===== config.mk =====
export PLATFORM = sky130hd
export DESIGN_NAME = hbridge_deadtime
export DESIGN_NICKNAME = d
export VERILOG_FILES = /design/src/rtl/hbridge_deadtime.sv
export SDC_FILE = /design/constraint.sdc
export NUM_CORES = 1
export LEC_CHECK = 0
export CAP_MARGIN = 5
export CORE_ASPECT_RATIO = 0.6
export CORE_MARGIN = 8
export CORE_UTILIZATION = 53
export CTS_CLUSTER_DIAMETER = 150
export DETAILED_ROUTE_END_ITERATION = 6
export GPL_TIMING_DRIVEN = 0
export HOLD_SLACK_MARGIN = 0.05
export PLACE_DENSITY = 0.78
export SYNTH_ARGS = -nofsm -noshare
export SYNTH_HDL_FRONTEND = slang
export SYNTH_SLANG_ARGS = --single-unit

===== constraint.sdc =====
create_clock -name clk -period 2.6 [get_ports clk]
set_input_delay 0.26 -clock clk [delete_from_list [all_inputs] [get_ports clk]]
set_output_delay 0.26 -clock clk [all_outputs]
set_load 0.03 [all_outputs]

===== src/rtl/hbridge_deadtime.sv =====
// Full-bridge gate driver with programmable dead time on every complementary
// switch and on every direction reversal. All outputs are registered.
module hbridge_deadtime #(
    parameter int DEAD_WIDTH = 8
) (
    input  logic                  clk,
    input  logic                  rst,
    input  logic                  enable,
    input  logic                  dir,
    input  logic                  pwm_in,
    input  logic [DEAD_WIDTH-1:0] dead_cycles,
    output logic                  a_hi,
    output logic                  a_lo,
    output logic                  b_hi,
    output logic                  b_lo,
    output logic                  in_dead
);

    typedef enum logic [2:0] {
        IDLE,
        LOW,
        DEAD_LH,
        HIGH,
        DEAD_HL,
        DIRCHG
    } state_t;

    state_t                state_q, state_d;
    logic [DEAD_WIDTH-1:0] cnt_q, cnt_d;
    logic                  dir_q, dir_d;
    logic [DEAD_WIDTH-1:0] load_val;

    logic a_hi_d, a_lo_d, b_hi_d, b_lo_d, in_dead_d;
    logic act_hi, act_lo, inact_lo;

    // Counter is loaded with D-1 where D = max(dead_cycles, 1).
    assign load_val = (dead_cycles == '0) ? '0 : dead_cycles - 1'b1;

    always_comb begin
        state_d = state_q;
        cnt_d   = cnt_q;
        dir_d   = dir_q;
        if (!enable) begin
            state_d = IDLE;
        end else if ((dir != dir_q) &&
                     (state_q inside {LOW, HIGH, DEAD_LH, DEAD_HL})) begin
            state_d = DIRCHG;
            cnt_d   = load_val;
        end else begin
            case (state_q)
                IDLE: begin
                    dir_d   = dir;
                    state_d = LOW;
                end
                LOW: begin
                    if (pwm_in) begin
                        state_d = DEAD_LH;
                        cnt_d   = load_val;
                    end
                end
                DEAD_LH: begin
                    if (!pwm_in)           state_d = LOW;
                    else if (cnt_q == '0)  state_d = HIGH;
                    else                   cnt_d   = cnt_q - 1'b1;
                end
                HIGH: begin
                    if (!pwm_in) begin
                        state_d = DEAD_HL;
                        cnt_d   = load_val;
                    end
                end
                DEAD_HL: begin
                    if (pwm_in)            state_d = HIGH;
                    else if (cnt_q == '0)  state_d = LOW;
                    else                   cnt_d   = cnt_q - 1'b1;
                end
                DIRCHG: begin
                    if (cnt_q == '0) begin
                        dir_d   = dir;
                        state_d = LOW;
                    end else begin
                        cnt_d = cnt_q - 1'b1;
                    end
                end
                default: state_d = IDLE;
            endcase
        end
    end

    // Gate decode from the next state so the flops always mirror the state.
    always_comb begin
        act_hi   = 1'b0;
        act_lo   = 1'b0;
        inact_lo = 1'b0;
        case (state_d)
            LOW: begin
                act_lo   = 1'b1;
                inact_lo = 1'b1;
            end
            HIGH: begin
                act_hi   = 1'b1;
                inact_lo = 1'b1;
            end
            DEAD_LH, DEAD_HL: inact_lo = 1'b1;
            default: ;
        endcase
        a_hi_d    = dir_d & act_hi;
        a_lo_d    = dir_d ? act_lo : inact_lo;
        b_hi_d    = ~dir_d & act_hi;
        b_lo_d    = dir_d ? inact_lo : act_lo;
        in_dead_d = (state_d inside {DEAD_LH, DEAD_HL, DIRCHG});
    end

    always_ff @(posedge clk or negedge rst) begin
        if (!rst) begin
            state_q <= IDLE;
            cnt_q   <= '0;
            dir_q   <= 1'b1;
            a_hi    <= 1'b0;
            a_lo    <= 1'b0;
            b_hi    <= 1'b0;
            b_lo    <= 1'b0;
            in_dead <= 1'b0;
        end else begin
            state_q <= state_d;
            cnt_q   <= cnt_d;
            dir_q   <= dir_d;
            a_hi    <= a_hi_d;
            a_lo    <= a_lo_d;
            b_hi    <= b_hi_d;
            b_lo    <= b_lo_d;
            in_dead <= in_dead_d;
        end
    end

endmodule


==> Word-level counts from Yosys, hierarchy flattened <==
Cells that the tools add are included.
{ "classes": {"n_addsub": 2, "n_eq_ne": 15, "mux": 26, "bitwise_logic": 3, "reduce_logical": 9} }
{ "op_table": {"columns": ["operator", "n"], "rows": [
  ["$mux 8", 7],
  ["$pmux 8 s5", 1],
  ["$mux 3", 8],
  ["$pmux 3 s6", 1],
  ["$logic_not 8->1", 2],
  ["$sub 8x1->8 const B", 2],
  ["$eq 3x2->1 const B", 4],
  ["$eq 3x3->1 const B", 4],
  ["$ne 3x2->1 const B", 4],
  ["$mux 1", 8],
  ["$eq 3x1->1 const B", 2],
  ["$reduce_and 6->1", 1],
  ["$reduce_bool 6->1", 1],
  ["$reduce_bool 4->1", 1],
  ["$reduce_or 4->1", 1],
  ["$logic_not 3->1", 1],
  ["$reduce_bool 3->1", 1],
  ["$and 1x1->1", 2],
  ["$pmux 1 s2", 1],
  ["$logic_and 1x1->1", 1],
  ["$ne 1x1->1", 1],
  ["$not 1->1", 1]
]} }
{ "totals": {"regBits": 17, "out_inout_bits": 5, "wordCells": 63} }

==> Depth between registers and ports, before layout <==
Gate-level depths: netlist of the first run.
{ "depth": {"ltp_word": 10, "mapped_depth": 8} }

==> Worst setup path before layout of the first run <==
OpenSTA, ideal clock, no wires.
{ "synth_path": {"path_kind": "register -> register", "start": "reg cnt_q[0]", "end": "reg cnt_q[0]", "arrival_ns": 1.860, "required_time_ns": 2.475, "setup_slack_ns": 0.615, "path_stages_with_launch": 9, "synth_period_minus_slack_ns": 1.985, "cell_sequence": "dfrtp_1 > inv_1 > ha_1 > or4b_4 > nor2_4 > o311ai_4 > nor2_4 > inv_4 > mux2_4"} }
{ "synth_via": {"elab_chain_len": 5, "elab_cells_between_ends": 7, "cone_classes": "add/sub: 1; mux: 5; reduce/logical: 1"} }
{ "synth_rtl": {"columns": ["element", "line_no", "text"], "rows": [
  ["start, declared", "29", "logic [DEAD_WIDTH-1:0] cnt_q, cnt_d;"],
  ["start signal, assigned", "126", "cnt_q <= cnt_d;"],
  ["$sub 8x1->8 or $logic_not 8->1 (tied branches)", null, null],
  ["$mux 8 *", "63, 74, 78", null],
  ["$mux 8, on equally long branches", "73, 62", null],
  ["$pmux 8 s5 *", "50", "case (state_q)"],
  ["$mux 8 *", "45", "end else if ((dir != dir_q) &&"]
]} }
Mark *: on every way between the ends. The rest lies on a longest branch, timed or not. The select of a mux whose other input is x is not followed.
A chain may end at the register's enable or synchronous reset.

==> Worst setup path in the final report of the first run <==
{ "layout_path": {"start": "reg cnt_q[0]", "end": "reg cnt_q[1]"} }
The elaborated chain is that of the path after synthesis.

==> results_tabular.tex, run 1 <==
\begin{tabular}{lr}
\hline
Metric & Value \\
\hline
\multicolumn{2}{l}{\textbf{Pwr}} \\
Switching Power & 0.698 mW \\
Worst vdd rail ir drop & roughly 0.00057 V \\
Share of total power in the clock network & 0.131 \\
Sequential power share & 0.306 \\
Internal power & 0.881 mW \\
LEAKAGE & 0.615 nW \\
Switching share of total power & 0.442 \\
Power density of the placed cells & approximately 1100 nW/µm² \\
Combinational power share & 0.564 \\
\multicolumn{2}{l}{\textbf{Timing}} \\
Worst Setup Slack, final & roughly 0.38 ns \\
Max-Slew Margin vs Limit & 0.488 \\
Actual transition at the worst max-transition pin & 0.765 ns \\
Hold violation count in the final report & 0 \\
Fmax achieved & 451 MHz \\
Final TNS setup & 0 ns \\
Maximum clock skew at final layout & roughly 0.0033 ns \\
Setup-failing EPs final & 0 \\
RSZ-0062 raised after global routing & no \\
Post-layout minimum cycle time & between 2 and 2.5 ns \\
Slew Viols, Final & 0 \\
Tcrit/Tclk final & 0.854 \\
\multicolumn{2}{l}{\textbf{Layout}} \\
Count of antenna diodes in the layout & 0 \\
Share of the core filled with cells & 0.680 \\
Growth of design area from synthesis to finish & 19.8\% \\
Fraction of layout cells with a size suffix above 1 & 0.156 \\
Net total in the final layout & around 170 \\
Layout filler cell count & around 190 \\
\multicolumn{2}{l}{\textbf{Worst setup path}} \\
Signal arrival time at the worst endpoint & 2.36 ns \\
Gate family responsible for the most delay along the worst path & compound AO/OA/AOI/OAI gates \\
Buffers plus inverters on the worst setup path & 2 \\
Crit-path cells & inv\_1 -> ha\_1 -> nor4b\_1 -> a211o\_1 -> a21oi\_2 -> nor2\_4 -> inv\_4 -> mux2\_4 \\
Max incr delay on CP & 0.40 ns \\
Instance count on the critical path & 8 \\
Data required time of the worst path & around 2.8 ns \\
Launching element of the worst setup path & cnt\_q[0] \\
Worst r2r dst & cnt\_q[1] \\
R2R Setup Slk & between 0.3 and 0.4 ns \\
Setup CP Type & flop to flop \\
Kind of capture point of the worst setup path & flop \\
Startpoint Class & flop \\
Peak fanout along the critical path & 8 \\
CP endpoint & cnt\_q[1] \\
Worst R2R Start & cnt\_q[0] \\
Reg2reg path depth & 8 \\
Slowest CP cell & sky130\_fd\_sc\_hd\_\_dfrtp\_1 \\
\multicolumn{2}{l}{\textbf{Clock network}} \\
Clock Sinks & 17 \\
TritonCTS Buffers & 3 \\
Clock transition at path regs & 0.07 ns \\
Setup fix buffers added after clock tree synthesis & 0 \\
CTS hold repair buffers & 0 \\
Library cell used as clock root buffer & sky130\_fd\_sc\_hd\_\_clkbuf\_8 \\
CTS tree & yes \\
H-tree depth & 1 \\
Bufs on Longest Clock Path & 2 \\
Skew-Pair Late Insertion Delay & between 0.2 and 0.3 ns \\
Cells resized by post-CTS repair & 0 \\
\multicolumn{2}{l}{\textbf{Detailed routing}} \\
Router iterations before antenna repair & 4 \\
Via density per instance & roughly 6 \\
DRC violations left & 0 \\
Final wirelength & approximately 3200 µm \\
Vias after detailed routing & 1137 \\
Drt wl/cell & 17.3 µm \\
Number of antenna-violating nets in the routed design & 0 \\
Number of DRC markers after the initial detailed-route iteration & between 100 and 150 \\
\multicolumn{2}{l}{\textbf{Placement}} \\
Count of input and output buffers & 16 \\
DP HPWL & between 2000 and 3000 µm \\
Placement-stage worst setup slack & 0.253 ns \\
GP Congestion & approximately 0.96 \\
\multicolumn{2}{l}{\textbf{Synthesis}} \\
Fraction of post-synthesis cell area in the top cell type by area & 0.321 \\
Nets in the synthesized netlist & 150 \\
Post-synth EDFFs & 0 \\
Dominant register cell in the synthesized netlist & sky130\_fd\_sc\_hd\_\_dfrtp\_1 \\
Count of cell types in the netlist & between 50 and 60 \\
Average instance area after synthesis & roughly 9.3 µm² \\
Dominant cell type by area after synthesis & sky130\_fd\_sc\_hd\_\_dfrtp\_1 \\
Synth warn & 0 \\
Leading post-synthesis cells by cell area & sky130\_fd\_sc\_hd\_\_dfrtp\_1 32\%, sky130\_fd\_sc\_hd\_\_o22ai\_1 3.5\%, sky130\_fd\_sc\_hd\_\_xnor2\_1 3.5\% \\
Synthesized cell area & 1250 µm² \\
Number of synthesized register bits & 17 \\
Synthesized instance count & 134 \\
Seq/Total Area, Yosys & 0.342 \\
FFs w/ async S/R, synth & 1.00 \\
\multicolumn{2}{l}{\textbf{Global route}} \\
Number of global-route vias before repair & 1082 \\
Global-route total usage across every layer & 0.161 \\
Number of antenna violations at the first check in global routing & 0 \\
First-pass GRT wire length & 5320 µm \\
Largest net degree at the start of global routing & 18 \\
Overflow after GRT & 0 \\
\multicolumn{2}{l}{\textbf{Floorplanning}} \\
Initial core utilization & 0.568 \\
Die outline area & 4210 µm² \\
Chip width & between 70 and 80 µm \\
Core Footprint & 2200 µm² \\
Vertical die dimension & 53.6 µm \\
IO Pins & 18 \\
Placement Rows & 13 \\
\multicolumn{2}{l}{\textbf{Min path}} \\
Type of the tightest min-delay check & input port to async pin \\
\multicolumn{2}{l}{\textbf{Run}} \\
Number of violations of the max-capacitance limit & 0 \\
\multicolumn{2}{l}{\textbf{Outcome}} \\
Outcome & completed \\
\hline
\end{tabular}
==> cells by family (layout without fill, tap and decap cells) <==
family | after synthesis | in the layout | share of synthesized area
buffers and inverters | 15 | 35 | 0.0522
AOI/OAI and AO/OA | 35 | 35 | 0.226
adders and majority gates | 3 | 3 | 0.0301
DFF | 17 | 17 | 0.342
and+or+nand+nor | 51 | 51 | 0.243
muxes | 7 | 7 | 0.0652
xor gates and xnor gates | 6 | 6 | 0.0421
==> cells in the final DEF (no fill, tap or decap), types with 4 or more instances in the layout <==
cell type / instances
sky130_fd_sc_hd__dfrtp_1: 16
sky130_fd_sc_hd__clkdlybuf4s50_1: 16
sky130_fd_sc_hd__nor2_1: 10
sky130_fd_sc_hd__inv_1: 9
sky130_fd_sc_hd__nand2_1: 7
sky130_fd_sc_hd__o22ai_1: 7
sky130_fd_sc_hd__nor3_1: 6
sky130_fd_sc_hd__buf_2: 5
sky130_fd_sc_hd__o21ai_0: 5
sky130_fd_sc_hd__xnor2_1: 5
sky130_fd_sc_hd__nand3_1: 5
sky130_fd_sc_hd__mux2i_1: 4
==> state kept, by name (all words and copies together), names as in the netlist <==
register	cells
a_hi	1
a_lo	1
b_hi	1
b_lo	1
cnt_q	8
dir_q	1
in_dead	1
state_q	3
==> worst reg2reg max path, stage by stage (launching register included) <==
cell	delay, ns
sky130_fd_sc_hd__dfrtp_1	0.40
sky130_fd_sc_hd__inv_1	0.09
sky130_fd_sc_hd__ha_1	0.21
sky130_fd_sc_hd__nor4b_1	0.16
sky130_fd_sc_hd__a211o_1	0.35
sky130_fd_sc_hd__a21oi_2	0.39
sky130_fd_sc_hd__nor2_4	0.07
sky130_fd_sc_hd__inv_4	0.13
sky130_fd_sc_hd__mux2_4	0.31
==> cell usage after synthesis (all sizes together) (2+ instances only) <==
| cell type | number |
|---|---|
| inv | 10 |
| nand2b | 2 |
| a22o | 4 |
| o32ai | 2 |
| dfrtp | 16 |
| buf | 5 |
| a21oi | 3 |
| nor2 | 12 |
| or4 | 2 |
| or2 | 2 |
| nand3b | 2 |
| mux2 | 3 |
| mux2i | 4 |
| nand3 | 5 |
| nand2 | 7 |
| o22ai | 7 |
| or3 | 3 |
| xnor2 | 5 |
| ha | 3 |
| o21ai | 5 |
| and4b | 2 |
| nor3 | 6 |
==> area by class of cell <==
type / instances / area [µm²] / area share
clock inverters: 1 / 7.51 / 0.00503
inverters: 10 / 40.0 / 0.0268
clock buffers: 3 / 41.3 / 0.0276
multi-input cells: 102 / 756 / 0.506
repair buffers: 16 / 160 / 0.107
well taps: 30 / 37.5 / 0.0251
plain buffers: 5 / 25.0 / 0.0168
flip-flops and latches: 17 / 427 / 0.286
==> through the flow <==
step           cell area [µm²]  hold slack [ns]  total power [mW]  cells
2_1_floorplan             1250          -0.0356              1.12    134
3_3_place_gp              1450            0.509              1.32    180
3_5_place_dp              1450            0.541              1.35    180
4_1_cts                   1490            0.442              1.56    184
5_1_grt                   1490            0.511              1.69    184
6_report                  1490            0.449              1.58    184
==> layer usage <==
layer / track usage / vias up / wire length (µm)
li1: - / 543 / -
met1: 0.222 / 539 / 1410
met2: 0.246 / 50 / 1400
met3: 0.0515 / 5 / 352
met4: 0.0274 / 0 / 34
met5: 0 / - / 0
==> power by group through the flow <==
stage	Clock (mW)	Combinational (mW)	Sequential [mW]
after floorplan	0	0.615	0.501
after global placement	0	0.841	0.475
after detailed placement	0	0.862	0.485
after CTS	0.208	0.874	0.479
after global routing	0.219	0.966	0.500
final	0.206	0.890	0.482
==> how the worst min path moves through the flow <==
stage | start | to | slack (ns) | cells after the start
after floorplan | rst | a_hi | -0.04 | 0
after global placement | cnt_q[6] | cnt_q[6] | 0.51 | 1
after detailed placement | cnt_q[6] | cnt_q[6] | 0.54 | 1
after CTS | enable | state_q[0] | 0.44 | 3
after global routing | enable | b_hi | 0.51 | 3
final | rst | a_hi | 0.45 | 1
(Power assumes the default switching activity.)
==> run 2: changes to the inputs <==
SKIP_LAST_GASP = 1   (was unset)
==> results of run 2 <==
Final layout, timing and power as in run 1 (identical DEF).
==> run 3: changes to the inputs <==
ABC_CLOCK_PERIOD_IN_PS = 2800   (was unset)
CORE_UTILIZATION = 57   (was 53)
PLACE_DENSITY = 0.83   (was 0.78)
clock period = 2.8 ns   (was 2.6 ns; I/O delays follow)
==> results_tabular.tex, run 3 (same netlist as run 1, synthesis figures left out) <==
\begin{tabular}{lr}
\hline
Metric & Value \\
\hline
\multicolumn{2}{l}{\textbf{Global route}} \\
Number of global-route vias before repair & about 1100 \\
Largest net degree at the start of global routing & 18 \\
First-pass GRT wire length & slightly above 5000 µm \\
Number of antenna violations at the first check in global routing & 0 \\
Global-route total usage across every layer & 0.159 \\
Overflow after GRT & 0 \\
\multicolumn{2}{l}{\textbf{Worst setup path}} \\
Gate family responsible for the most delay along the worst path & compound AO/OA/AOI/OAI gates \\
R2R Setup Slk & approximately 0.52 ns \\
Max incr delay on CP & roughly 0.42 ns \\
Buffers plus inverters on the worst setup path & 2 \\
Slowest CP cell & sky130\_fd\_sc\_hd\_\_dfrtp\_1 \\
Worst R2R Start & cnt\_q[0] \\
Worst r2r dst & cnt\_q[0] \\
Peak fanout along the critical path & 8 \\
Setup CP Type & flop to flop \\
Startpoint Class & flop \\
Data required time of the worst path & roughly 3.0 ns \\
Signal arrival time at the worst endpoint & 2.47 ns \\
Kind of capture point of the worst setup path & flop \\
Reg2reg path depth & 8 \\
Crit-path cells & inv\_1 -> ha\_1 -> nor4b\_1 -> a211o\_1 -> a21oi\_2 -> nor2\_4 -> inv\_4 -> mux2\_4 \\
\multicolumn{2}{l}{\textbf{Outcome}} \\
Outcome & completed \\
\multicolumn{2}{l}{\textbf{Clock network}} \\
Skew-Pair Late Insertion Delay & roughly 0.30 ns \\
H-tree depth & 1 \\
Library cell used as clock root buffer & sky130\_fd\_sc\_hd\_\_clkbuf\_4 \\
Clock transition at path regs & about 0.1 ns \\
TritonCTS Buffers & 3 \\
CTS hold repair buffers & 0 \\
Setup fix buffers added after clock tree synthesis & 0 \\
Clock Sinks & 17 \\
Bufs on Longest Clock Path & 2 \\
Cells resized by post-CTS repair & 0 \\
CTS tree & yes \\
\multicolumn{2}{l}{\textbf{Detailed routing}} \\
Router iterations before antenna repair & 4 \\
Drt wl/cell & 17.3 µm \\
Number of antenna-violating nets in the routed design & 0 \\
Vias after detailed routing & about 1200 \\
Final wirelength & about 3200 µm \\
DRC violations left & 0 \\
Number of DRC markers after the initial detailed-route iteration & 140 \\
Via density per instance & 6.43 \\
\multicolumn{2}{l}{\textbf{Placement}} \\
DP HPWL & 2440 µm \\
GP Congestion & slightly above 0.9 \\
Count of input and output buffers & 16 \\
Placement-stage worst setup slack & around 0.44 ns \\
\multicolumn{2}{l}{\textbf{Layout}} \\
Flip-flop count of the largest register after layout & 8 \\
Share of the core filled with cells & 0.696 \\
Most frequent cells in the layout & 16 x sky130\_fd\_sc\_hd\_\_dfrtp\_1, 16 x sky130\_fd\_sc\_hd\_\_clkdlybuf4s50\_1, 10 x sky130\_fd\_sc\_hd\_\_nor2\_1, 9 x sky130\_fd\_sc\_hd\_\_inv\_1 \\
Top reg by flops & cnt\_q \\
Biggest regs & cnt\_q (8), state\_q (3) \\
Count of antenna diodes in the layout & 0 \\
Net total in the final layout & 171 \\
Growth of design area from synthesis to finish & 18.1\% \\
Fraction of layout cells with a size suffix above 1 & 0.156 \\
Layout filler cell count & between 150 and 200 \\
\multicolumn{2}{l}{\textbf{Timing}} \\
Post-layout minimum cycle time & 2.28 ns \\
Actual transition at the worst max-transition pin & $\sim$0.75 ns \\
Hold violation count in the final report & 0 \\
Worst Setup Slack, final & 0.522 ns \\
Slew Viols, Final & 0 \\
RSZ-0062 raised after global routing & no \\
Max-Slew Margin vs Limit & 0.498 \\
Final TNS setup & 0 ns \\
Maximum clock skew at final layout & roughly 0.0037 ns \\
Setup-failing EPs final & 0 \\
Tcrit/Tclk final & 0.813 \\
Fmax achieved & between 400 and 500 MHz \\
Final-layout worst hold slack & 0.412 ns \\
\multicolumn{2}{l}{\textbf{Min path}} \\
Type of the tightest min-delay check & input port to async pin \\
\multicolumn{2}{l}{\textbf{Floorplanning}} \\
Initial core utilization & 0.590 \\
Core Footprint & between 2000 and 2500 µm² \\
Chip width & around 76 µm \\
Die outline area & roughly 4000 µm² \\
IO Pins & 18 \\
Vertical die dimension & between 50 and 60 µm \\
Placement Rows & 13 \\
\multicolumn{2}{l}{\textbf{Pwr}} \\
Share of total power in the clock network & 0.094 \\
LEAKAGE & between 0.6 and 0.7 nW \\
Switching share of total power & 0.455 \\
Combinational power share & 0.589 \\
Sequential power share & 0.317 \\
Internal power & around 0.77 mW \\
Worst vdd rail ir drop & 0.000512 V \\
Switching Power & 0.644 mW \\
Power density of the placed cells & slightly below 1000 nW/µm² \\
\multicolumn{2}{l}{\textbf{Run}} \\
Number of violations of the max-capacitance limit & 0 \\
\hline
\end{tabular}
run 3: changes by cell type in the layout (fill, tap and decap cells not counted), sizes merged:
cell      previous run  this run
clkinv               0         1
clkinvlp             1         0
run 3: routing by layer:
metal,GRT usage,wire (µm),vias up
met5,0,0,-
met4,0.0538,72,0
met3,0.0462,291,11
met2,0.250,1450,58
met1,0.208,1360,568
li1,-,-,547
run 3: layout make-up:
class	instances	area, µm²	share of cell area
buffer	5	25.0	0.0170
clock buffer	3	22.5	0.0153
clock inverter	1	5.00	0.00340
inverter	10	40.0	0.0272
multi-input combinational	102	756	0.513
sequential	17	427	0.290
tap	30	37.5	0.0255
timing repair buffer	16	160	0.109
run 3: worst max path at each step:
stage | slack [ns] | endpoint | cells past startpoint | start
5_1_grt | 0.44 | cnt_q[1] | 8 | cnt_q[0]
3_5_place_dp | 0.44 | cnt_q[0] | 7 | pwm_in
4_1_cts | 0.56 | cnt_q[0] | 8 | cnt_q[0]
2_1_floorplan | 0.81 | cnt_q[0] | 8 | cnt_q[0]
6_report | 0.52 | cnt_q[0] | 8 | cnt_q[0]
3_3_place_gp | 0.48 | cnt_q[0] | 7 | dir
run 3: stage by stage:
stage          area, µm²  cells  total power, mW
5_1_grt             1470    184             1.51
4_1_cts             1470    184             1.39
3_3_place_gp        1450    180             1.21
6_report            1470    184             1.42
3_5_place_dp        1450    180             1.26
2_1_floorplan       1250    134             1.04
run 3: power by group through the flow:
stage / clock network (mW) / registers (mW) / logic [mW]
floorplan: 0 / 0.465 / 0.571
CTS: 0.135 / 0.443 / 0.815
detailed placement: 0 / 0.446 / 0.810
global route: 0.150 / 0.464 / 0.891
finish: 0.134 / 0.449 / 0.834
global placement: 0 / 0.441 / 0.771
